$ cat src/rtl/demux_pkg.sv
// Shared constants for the registered 1-to-2 demux.
// Select encodings and default data width.
package demux_pkg;

  localparam int DEFAULT_DATA_W = 1;

  localparam logic SEL_CH0 = 1'b0;
  localparam logic SEL_CH1 = 1'b1;

endpackage

$ cat src/rtl/demux_out_reg.sv
// One output channel register: data plus valid.
// Asynchronous active-high clear.
module demux_out_reg
  import demux_pkg::*;
#(
  parameter int DATA_W = DEFAULT_DATA_W
) (
  input  logic              clk,
  input  logic              rst,
  input  logic [DATA_W-1:0] data_d,
  input  logic              valid_d,
  output logic [DATA_W-1:0] data_q,
  output logic              valid_q
);

  // Capture next data/valid each edge; reset clears immediately.
  always_ff @(posedge clk or posedge rst) begin
    if (rst) begin
      data_q  <= '0;
      valid_q <= 1'b0;
    end else begin
      data_q  <= data_d;
      valid_q <= valid_d;
    end
  end

endmodule

$ cat src/rtl/demux_1to2_reg.sv
// Registered 1-to-2 demux: steers i to y0 or y1.
// Unselected channel and idle cycles drive zeros.
module demux_1to2_reg
  import demux_pkg::*;
#(
  parameter int DATA_W = DEFAULT_DATA_W
) (
  input  logic              clk,
  input  logic              rst,
  input  logic [DATA_W-1:0] i,
  input  logic              s,
  input  logic              in_valid,
  output logic [DATA_W-1:0] y0,
  output logic [DATA_W-1:0] y1,
  output logic              y0_valid,
  output logic              y1_valid
);

  logic [DATA_W-1:0] y0_d;
  logic [DATA_W-1:0] y1_d;
  logic              y0_valid_d;
  logic              y1_valid_d;

  // Route the sample to exactly one channel; zero everything else.
  always_comb begin
    y0_d       = '0;
    y1_d       = '0;
    y0_valid_d = 1'b0;
    y1_valid_d = 1'b0;
    if (in_valid) begin
      if (s == SEL_CH1) begin
        y1_d       = i;
        y1_valid_d = 1'b1;
      end else begin
        y0_d       = i;
        y0_valid_d = 1'b1;
      end
    end
  end

  demux_out_reg #(
    .DATA_W (DATA_W)
  ) u_ch0 (
    .clk     (clk),
    .rst     (rst),
    .data_d  (y0_d),
    .valid_d (y0_valid_d),
    .data_q  (y0),
    .valid_q (y0_valid)
  );

  demux_out_reg #(
    .DATA_W (DATA_W)
  ) u_ch1 (
    .clk     (clk),
    .rst     (rst),
    .data_d  (y1_d),
    .valid_d (y1_valid_d),
    .data_q  (y1),
    .valid_q (y1_valid)
  );

  // An unknown select on a qualified cycle has no defined route.
  a_sel_known: assert property (
    @(posedge clk) disable iff (rst)
    in_valid |-> !$isunknown(s)
  );

  // Channels are exclusive.
  a_excl: assert property (
    @(posedge clk) disable iff (rst)
    !(y0_valid && y1_valid)
  );

endmodule

$ cat config.mk
export PLATFORM = sky130hd
export DESIGN_NAME = demux_1to2_reg
export DESIGN_NICKNAME = d
export VERILOG_FILES = /design/src/rtl/demux_pkg.sv /design/src/rtl/demux_out_reg.sv /design/src/rtl/demux_1to2_reg.sv
export SDC_FILE = /design/constraint.sdc
export NUM_CORES = 1
export LEC_CHECK = 0
export CAP_MARGIN = 10
export CORE_AREA = 8 8 45 47
export DETAILED_ROUTE_END_ITERATION = 12
export DIE_AREA = 0 0 53 55
export HOLD_SLACK_MARGIN = 0.03
export MAX_ROUTING_LAYER = met4
export PLACE_DENSITY = 0.31
export SETUP_SLACK_MARGIN = 0.2
export SYNTH_ARGS = -nofsm -noshare
export SYNTH_HDL_FRONTEND = slang
export SYNTH_SLANG_ARGS = --single-unit
$ cat constraint.sdc
create_clock -name clk -period 0.8 [get_ports clk]
set_input_delay 0.12 -clock clk [delete_from_list [all_inputs] [get_ports clk]]
set_output_delay 0.12 -clock clk [all_outputs]
set_load 0.05 [all_outputs]
# == Word level (Yosys, flattened, before mapping) ==
# Index checks and enable logic that the tools add are counted.
# op_classes
muxes,8
# ops
cell,count
$mux W1,8
# totals
reg_bits,4
word_cells,12

# == Logic depth before layout (Yosys ltp) ==
# depth
depth_word,2
mapped_depth,1
depth_no_buf,1

# == By module ==
# A second synthesis with hierarchy kept.
# unflattened
hier_cells,10
hier_area_um2,141.4
# modules_own_cells
module,n_inst,cells_per_inst,area_each_um2,seq_area_each_um2
demux_out_reg,2,3,53.8,50.0
demux_1to2_reg,1,4,33.8,0.0

# == Worst setup path before layout ==
# OpenSTA, ideal clock, no wires.
# synth_path
path_type,register to output
startpoint,register u_ch0.data_q
endpoint,output y0
arrival_ps,586
slack_ps,94
path_stages_with_launch,1
n_path_buf,0
cell_sequence,dfrtp_1
# synth_rtl
element,line,source
from (decl),demux_out_reg.sv:12,"output logic [DATA_W-1:0] data_q,"
from (signal assigned),demux_out_reg.sv:22,data_q <= data_d;
to (decl),demux_1to2_reg.sv:13,"output logic [DATA_W-1:0] y0,"
# No word-level cell between the ends.

# == Worst setup path in the final report ==
# layout_path
startpoint,register u_ch1.valid_q
endpoint,output y1_valid
# layout_rtl
element,line,source
from (decl),demux_out_reg.sv:13,output logic valid_q
from (signal assigned),demux_out_reg.sv:23,valid_q <= valid_d;
to (decl),demux_1to2_reg.sv:16,output logic y1_valid
# No word-level cell between the ends.

==> results.cfg <==
[sta]
hold_violations = 0
setup_violations = 4
post-route-worst-setup-slack_ps = -102
rsz0062_at_grt = true
worstMarginPinSlew_ps = 137
max_freq_mhz = 1110
whs_ps = 68.8
min_period_ps = 902
min_period_over_period_pct = 113
report.final.slew_viol_count = 0
max_slew_margin_pct = 90.9

[cts]
cts_tree = done
hold_buffers = 0
clk_path_buf_depth = 2
cts_buffers = 3
h-tree-depth = 1
clockRootBuffer = clkbuf_4
cts_sinks = 4
clk_pin_slew_ps = 40

[pwr]
vdd_drop_max_mv = 0.340
switching_share_pct = 23.0
power_mw = 0.565
p_leak_nw = 0.140
cellPowerDensity_nw_per_um2 = 1870
p_sw_mw = 0.130
internal-power_mw = 0.435
share_seq_of_total_power_pct = 39.2
clkPwrFrac_pct = 43.1
combPwrFrac_pct = 17.8

[routing]
vias = 103
drt_iter0_markers = 0
avgViaCountPerCell = 2.86
drc = 0
post_drt_wl_per_cell_um = 8.19
routed_wl_um = 295
ant_nets = 0
firstDrtPassIters = 1

[worst_setup_path]
crit_path_start_kind = flip-flop
path_max_fanout = 1
critPathBufInv = 1
crit_start = u_ch1.valid_q
crit_family = flip-flops
cp_data_required_time_ps = 680
crit_type = reg2out
path_cells = buf_12
crit_cells = 1
worstPathArrival_ps = 780
crit_slowest_cell = dfrtp_2
cp-end-kind = primary output
max_stage_delay_ps = 400

[cells_and_area]
num_antenna_cells = 0
post-route-util_pct = 21.8
drive_gt1_share_pct = 75.0
syn2layout_area_growth_pct = 119
nNetsFinal = 27
layout_common_cells = 4 x buf_12, 4 x dfrtp_2, 3 x clkbuf_4, 3 x dlygate4sd2_1
final_area_sq_um = 302

[global_route]
first_global_vias = 125
grt_pass1_wl_um = 510
grt_usage_pct = 3.11
antenna_found_initial = 0
grt_overflow = 0
grt_max_degree = 5

[synth]
yosys-top-cells-area = dfrtp_1 73%, and3b_2 7.3%, and2b_2 6.4%, and2_2 5.5%, and3_2 5.5%
syn_area_sq_um = 138
synth_top_area_share_pct = 72.7
ys_seq_area_share_pct = 72.7
syn_area_per_cell_sq_um = 15.3
ys_types = 6
synthCells = 9
synth_top_area_cell = dfrtp_1
yosysWarnings = 0
syn-num-nets = 14
ys_ff_latch = 4

[floorplanning]
fp.dieH_um = 55
num_rows = 14
initial_core_util_pct = 9.95
core_area_sq_um = 1380
ios = 9
die_area_sq_um = 2920
die_w_um = 53

[run_status]
status = finished, violations left
violations = setup timing

[place]
gp_congestion = 0.580
portBuffers = 8
post_dp_cell_area_sq_um = 283
post-place-ws_ps = -151

[min_path]
min_path_type = in2async

[run]
maxCapViolCount = 0
## stage by stage
step,TNS [ps],std cells
CTS,-447,36
global route,-505,36
detailed placement,-464,33
floorplan,0,9
finish,-402,36
global placement,-423,33
## final timing paths
check / endpoint / slack (ps)
worst min-delay path: u_ch0.valid_q / 70
min in group clk: u_ch1.valid_q / 290
worst max-delay path: y1_valid / -100
max in group asynchronous: u_ch0.data_q / 580
## per-layer routing
| metal | up-vias | track usage, % | routed length [um] |
|---|---|---|---|
| li1 | 50 | - | - |
| met1 | 40 | 2.45 | 117 |
| met2 | 11 | 2.34 | 76 |
| met3 | 2 | 3.21 | 84 |
| met4 | 0 | 6.47 | 17 |
| met5 | - | - | 0 |
## timing repair
item / CTS / global route
setup endpoints to repair: 8 / 4
setup buffers: 0 / 0
gates resized for setup: 3 / 0
pin swaps: 1 / 0
## power by group through the flow
| stage | clock network, mW | registers (mW) | logic, mW |
|---|---|---|---|
| after global placement | 0 | 0.224 | 0.107 |
| after detailed placement | 0 | 0.224 | 0.107 |
| final | 0.243 | 0.221 | 0.100 |
| after CTS | 0.259 | 0.221 | 0.102 |
| after global routing | 0.268 | 0.223 | 0.106 |
| after floorplan | 0 | 0.252 | 0.0121 |
## sequential cells by signal, indices dropped and copies added (netlist names)
register	count
u_ch0.data_q	1
u_ch0.valid_q	1
u_ch1.data_q	1
u_ch1.valid_q	1
## final cells by class
| class | count | area [sq um] |
|---|---|---|
| Fill cell | 148 | 1080 |
| Sequential cell | 4 | 105 |
| Multi-Input combinational cell | 4 | 33.8 |
| Tap cell | 16 | 20.0 |
| Timing Repair Buffer | 8 | 116 |
| Inverter | 1 | 3.75 |
| Clock buffer | 3 | 22.5 |
## synth_stat cells
cell	number
and2_2	1
and2b_2	1
and3_2	1
and3b_2	1
dfrtp_1	4
inv_1	1
## logic make-up after synthesis
logic type,count (synthesis),share of synthesized area (%)
flops,4,72.7
simple gates,4,24.6
buf+inv,1,2.72
(Power assumes the default switching activity.)
